[src/rtl/pc_sequencer.sv]
// pc_sequencer: program-counter sequencer driving the instruction address and
// the load enable of the downstream address register.
// Optional feature macro: PCSEQ_CALL_STACK_EN (return-address stack, call/ret).
// With the macro undefined there is no stack, call acts as load and ret is ignored.
module pc_sequencer #(
  parameter int AW    = 11,
  parameter int DEPTH = 4,
  parameter int OFFW  = 8
) (
  input  logic            CLK,
  input  logic            clear,
  input  logic            inc,
  input  logic            load,
  input  logic            branch,
  input  logic            call,
  input  logic            ret,
  input  logic            halt,
  input  logic            resume,
  input  logic [AW-1:0]   target,
  input  logic [OFFW-1:0] offset,
  output logic [AW-1:0]   pc,
  output logic            ar_enable,
  output logic            halted,
  output logic            stack_empty,
  output logic            stack_full,
  output logic            stack_err
);

  typedef enum logic {RUN, HALTED} state_t;

  state_t        state;
  logic [AW-1:0] pc_nxt;
  logic          pc_wr;
  logic [AW-1:0] off_ext;

  // Offset is two's complement; AW is wider than OFFW.
  assign off_ext = {{(AW-OFFW){offset[OFFW-1]}}, offset};
  assign halted  = (state == HALTED);

`ifdef PCSEQ_CALL_STACK_EN
  localparam int IW = (DEPTH > 1) ? $clog2(DEPTH) : 1;
  localparam int CW = IW + 1;

  logic [CW-1:0] count;
  logic [AW-1:0] stack_mem [DEPTH];
  logic          push;
  logic          pop;
  logic          err_set;

  assign stack_empty = (count == '0);
  assign stack_full  = (count == CW'(DEPTH));

  // Select the single winning command for this cycle (ret > call > load > branch > inc).
  always_comb begin
    pc_nxt  = pc;
    pc_wr   = 1'b0;
    push    = 1'b0;
    pop     = 1'b0;
    err_set = 1'b0;
    if (state == RUN && !halt) begin
      if (ret) begin
        if (!stack_empty) begin
          pc_nxt = stack_mem[IW'(count - CW'(1))];
          pc_wr  = 1'b1;
          pop    = 1'b1;
        end else begin
          err_set = 1'b1;
        end
      end else if (call) begin
        if (!stack_full) begin
          pc_nxt = target;
          pc_wr  = 1'b1;
          push   = 1'b1;
        end else begin
          err_set = 1'b1;
        end
      end else if (load) begin
        pc_nxt = target;
        pc_wr  = 1'b1;
      end else if (branch) begin
        pc_nxt = pc + off_ext;
        pc_wr  = 1'b1;
      end else if (inc) begin
        pc_nxt = pc + AW'(1);
        pc_wr  = 1'b1;
      end
    end
  end

  // Return-address storage; contents above count are don't-care, so no reset.
  always_ff @(posedge CLK) begin
    if (!clear && push) begin
      stack_mem[IW'(count)] <= pc + AW'(1);
    end
  end

  // Stack occupancy and sticky error flag.
  always_ff @(posedge CLK) begin
    if (clear) begin
      count     <= '0;
      stack_err <= 1'b0;
    end else begin
      if (push)
        count <= count + CW'(1);
      else if (pop)
        count <= count - CW'(1);
      if (err_set)
        stack_err <= 1'b1;
    end
  end
`else
  logic unused_ret;

  assign unused_ret  = ret;
  assign stack_empty = 1'b1;
  assign stack_full  = 1'b0;
  assign stack_err   = 1'b0;

  // Select the single winning command (call acts as load, ret does not exist).
  always_comb begin
    pc_nxt = pc;
    pc_wr  = 1'b0;
    if (state == RUN && !halt) begin
      if (call || load) begin
        pc_nxt = target;
        pc_wr  = 1'b1;
      end else if (branch) begin
        pc_nxt = pc + off_ext;
        pc_wr  = 1'b1;
      end else if (inc) begin
        pc_nxt = pc + AW'(1);
        pc_wr  = 1'b1;
      end
    end
  end
`endif

  // RUN/HALTED state machine with registered pc and address-register enable.
  always_ff @(posedge CLK) begin
    if (clear) begin
      state     <= RUN;
      pc        <= '0;
      ar_enable <= 1'b0;
    end else begin
      pc        <= pc_nxt;
      ar_enable <= pc_wr;
      case (state)
        RUN:     if (halt) state <= HALTED;
        HALTED:  if (resume && !halt) state <= RUN;
        default: state <= RUN;
      endcase
    end
  end

endmodule

[config.mk]
export PLATFORM = sky130hd
export DESIGN_NAME = pc_sequencer
export DESIGN_NICKNAME = d
export VERILOG_FILES = /design/src/rtl/pc_sequencer.sv
export SDC_FILE = /design/constraint.sdc
export NUM_CORES = 1
export LEC_CHECK = 0
export CAP_MARGIN = 0
export CORE_MARGIN = 4
export CORE_UTILIZATION = 45
export DETAILED_ROUTE_END_ITERATION = 16
export PLACE_DENSITY = 0.8
export SLEW_MARGIN = 20
export SYNTH_ARGS = -nofsm -noshare
export SYNTH_HDL_FRONTEND = slang
export SYNTH_SLANG_ARGS = --single-unit
[constraint.sdc]
create_clock -name CLK -period 2.1 [get_ports CLK]
set_clock_uncertainty 0.05 [all_clocks]
set_input_delay 0.21 -clock CLK [delete_from_list [all_inputs] [get_ports CLK]]
set_output_delay 0.21 -clock CLK [all_outputs]
set_load 0.03 [all_outputs]
==> flow_summary.ini <==
[pwr]
power_density_nw_per_um2 = 461
comb_power_share = 0.486
irDropWorstVdd_uv = 496
seq_power_share = 0.323
clockPowerShare = 0.191
internal_power_uw = 555
leakagePower_nw = 0.842
swShare = 0.380
p_sw_uw = 340

[yosys]
netlist.area_leader.share = 0.208
synthCells = 165
async_flop_share = 0
synth-edff-count = 0
synthSimpleGateAreaFrac = 0.301
ys_types = 49
yosys.area.top_type = dfxtp_1
synth_area_leaders = dfxtp_1 21%, ha_1 10%, nor2_1 5.7%
synth_top_family_by_area = simple AND/OR/NAND/NOR gates
muxShareOfSynthArea = 0.0250
yosysSeqAreaShare = 0.208
synth_ff_type = dfxtp_1
yosys_warnings = 0
synth_adder_area_share = 0.116
yosys.area_share.xor_xnor = 0.00701
synth-compound-area-share = 0.276
ys_ff_latch = 13
mappedNetlistArea_um2 = 1250
syn-mean-instance-area_um2 = 7.58

[cts]
cts_tree = built
cts_inserted_buffers = 3
clk_path_buf_depth = 2
cts_root_buf = clkbuf_4
cts_hold_buf = 0
clock_latency_ps = 290
cts.sinks = 13
clk_pin_slew_worst_paths_ps = 90
h-tree-depth = 1

[global_route]
grt.total_usage = 0.231
grt_pass1_vias = 1525
grt-ovfl-total = 0
grt_pass1_wl_um = 6450
grt_max_degree = 18
grt_antenna_before_repair = 0

[die]
die_y_um = 60.7
core_area_um2 = 2570
die_x_um = 60.7
start_util = 0.487
ios = 44
dieArea_um2 = 3690
num_rows = 18

[critical_path]
required_ps = 2210
path_buf_inv = 1
start_kind = flop
cp-end-kind = flop
crit_family = compound AO/OA/AOI/OAI gates
path_max_fanout = 4
crit_arrival_ps = 2290
crit_chain = ha_4 -> inv_2 -> fa_2 -> and2b_2 -> o2111ai_4 -> nand2_1 -> xnor2_1 -> a2111oi_1
criticalPathCategory = flop to flop
max_stage_delay_ps = 440
critPathSlowestCell = a2111oi_1

[drt]
drc_errors = 0
drt-pass1-iter-count = 4
vias = 1526
viasPerCell = 5.94
drt-initial-drc-count = 77
final_antenna_net_count = 0
routedWlPerCell_um = 16.1
wirelength_um = 4140

[timing]
hold_viol = 0
slew_viol_final = 0
min_period_ps = 2170
fmax_ghz = 0.460
worst_slack_ps = -72.1
rsz0062_at_grt = yes
finalCritPeriodShare = 1.03
setup_viol = 1
timing.hold.ws_ps = 431

[final_layout]
layout_common_cells = 37 x clkdlybuf4s50_1, 27 x buf_4, 19 x nor2_1, 12 x nand2_1, 12 x dfxtp_1
antenna_cells = 0
layout-drive-gt1-share = 0.229
area_growth_pct = 55.2
stdcell_count = 257
final_common_cell = clkdlybuf4s50_1
fin_nets = 267

[placement]
dpl.hpwl_um = 3030
portBuffers = 39
dp_cells = 251
gp_congestion = 0.930

[run_status]
outcome = finished, violations left
violations = negative setup slack

[min_path]
hold_class = primary input to flop

[run]
cap_violations = 0
## cell usage after synthesis, drive strengths merged (2+ instances only)
library cell	count
nor2	21
dfxtp	13
a21oi	12
nand2	12
ha	10
buf	8
nand3	8
a211oi	6
and2	6
inv	6
o21ai	6
a31oi	5
nor3	5
a21o	4
and3	4
a211o	3
nand3b	3
o21a	3
a2111oi	2
conb	2
mux2i	2
nor2b	2
o211ai	2
o31ai	2
or3	2
## registers in the layout, summed over array words and instances (netlist names)
name / count
pc: 11
ar_enable: 1
halted: 1
## per-layer routing
| metal | global-route usage | part of all wire | vias to the layer above |
|---|---|---|---|
| met4 | 0.0991 | 0.027 | 0 |
| met5 | 0 | 0 | - |
| met3 | 0.0553 | 0.065 | 16 |
| met1 | 0.254 | 0.40 | 704 |
| met2 | 0.420 | 0.51 | 75 |
| li1 | - | - | 731 |
## layout make-up
class / instances / area [um2]
inverters: 6 / 22.5
multi-input cells: 138 / 995
repair buffers: 66 / 594
clock buffers: 4 / 26.3
well taps: 30 / 37.5
flip-flops and latches: 13 / 264
fillers: 187 / 628
## stage by stage
| step | setup slack, ps | area [um2] | setup TNS (ps) | power (mW) | util |
|---|---|---|---|---|---|
| after floorplan | 47.2 | 1250 | 0 | 0.514 | - |
| after global placement | -371 | 1820 | -2530 | 0.677 | 0.708 |
| after detailed placement | -453 | 1820 | -3120 | 0.692 | 0.708 |
| after CTS | -19.5 | 1860 | -19.5 | 0.868 | 0.726 |
| after global routing | -199 | 1940 | -202 | 0.942 | 0.755 |
| final | -72.1 | 1940 | -72.1 | 0.895 | 0.755 |
## timing repair
action,4_1_cts,5_1_grt
buffers inserted,0,2
setup endpoints to repair,7,5
pin swaps,2,9
gates resized for setup,7,13
## power by group through the flow
stage          Clock [mW]  Combinational (mW)  Sequential (mW)
5_1_grt             0.183               0.466            0.293
4_1_cts             0.171               0.409            0.288
6_report            0.171               0.435            0.289
3_3_place_gp            0               0.386            0.292
2_1_floorplan           0               0.186            0.329
3_5_place_dp            0               0.399            0.293
## worst reg2reg max path, delay by kind of cell (launching register included)
kind	cells	cell delay, ps
AOI/OAI and AO/OA	2	590
adders and majority gates	2	510
and+or+nand+nor	2	390
DFF	1	380
xor gates and xnor gates	1	90
buffers and inverters	1	50
## cell families after synthesis
group                    Yosys count
XOR/XNOR                           1
multiplexers                       3
buffers and inverters             15
AO/OA/AOI/OAI                     49
AND/OR/NAND/NOR                   71
flip-flops                        13
adder cells (fa/ha/maj)           11
other                              2
## worst paths after layout
path,start,end,slack [ps],cells after the start
max,pc[0],pc[6],-70,8
max reg2reg,pc[0],pc[6],-70,8
min reg2reg,pc[4],pc[4],470,2
min,target[0],pc[0],430,3
Note: power is estimated with default switching activity, not from simulation.
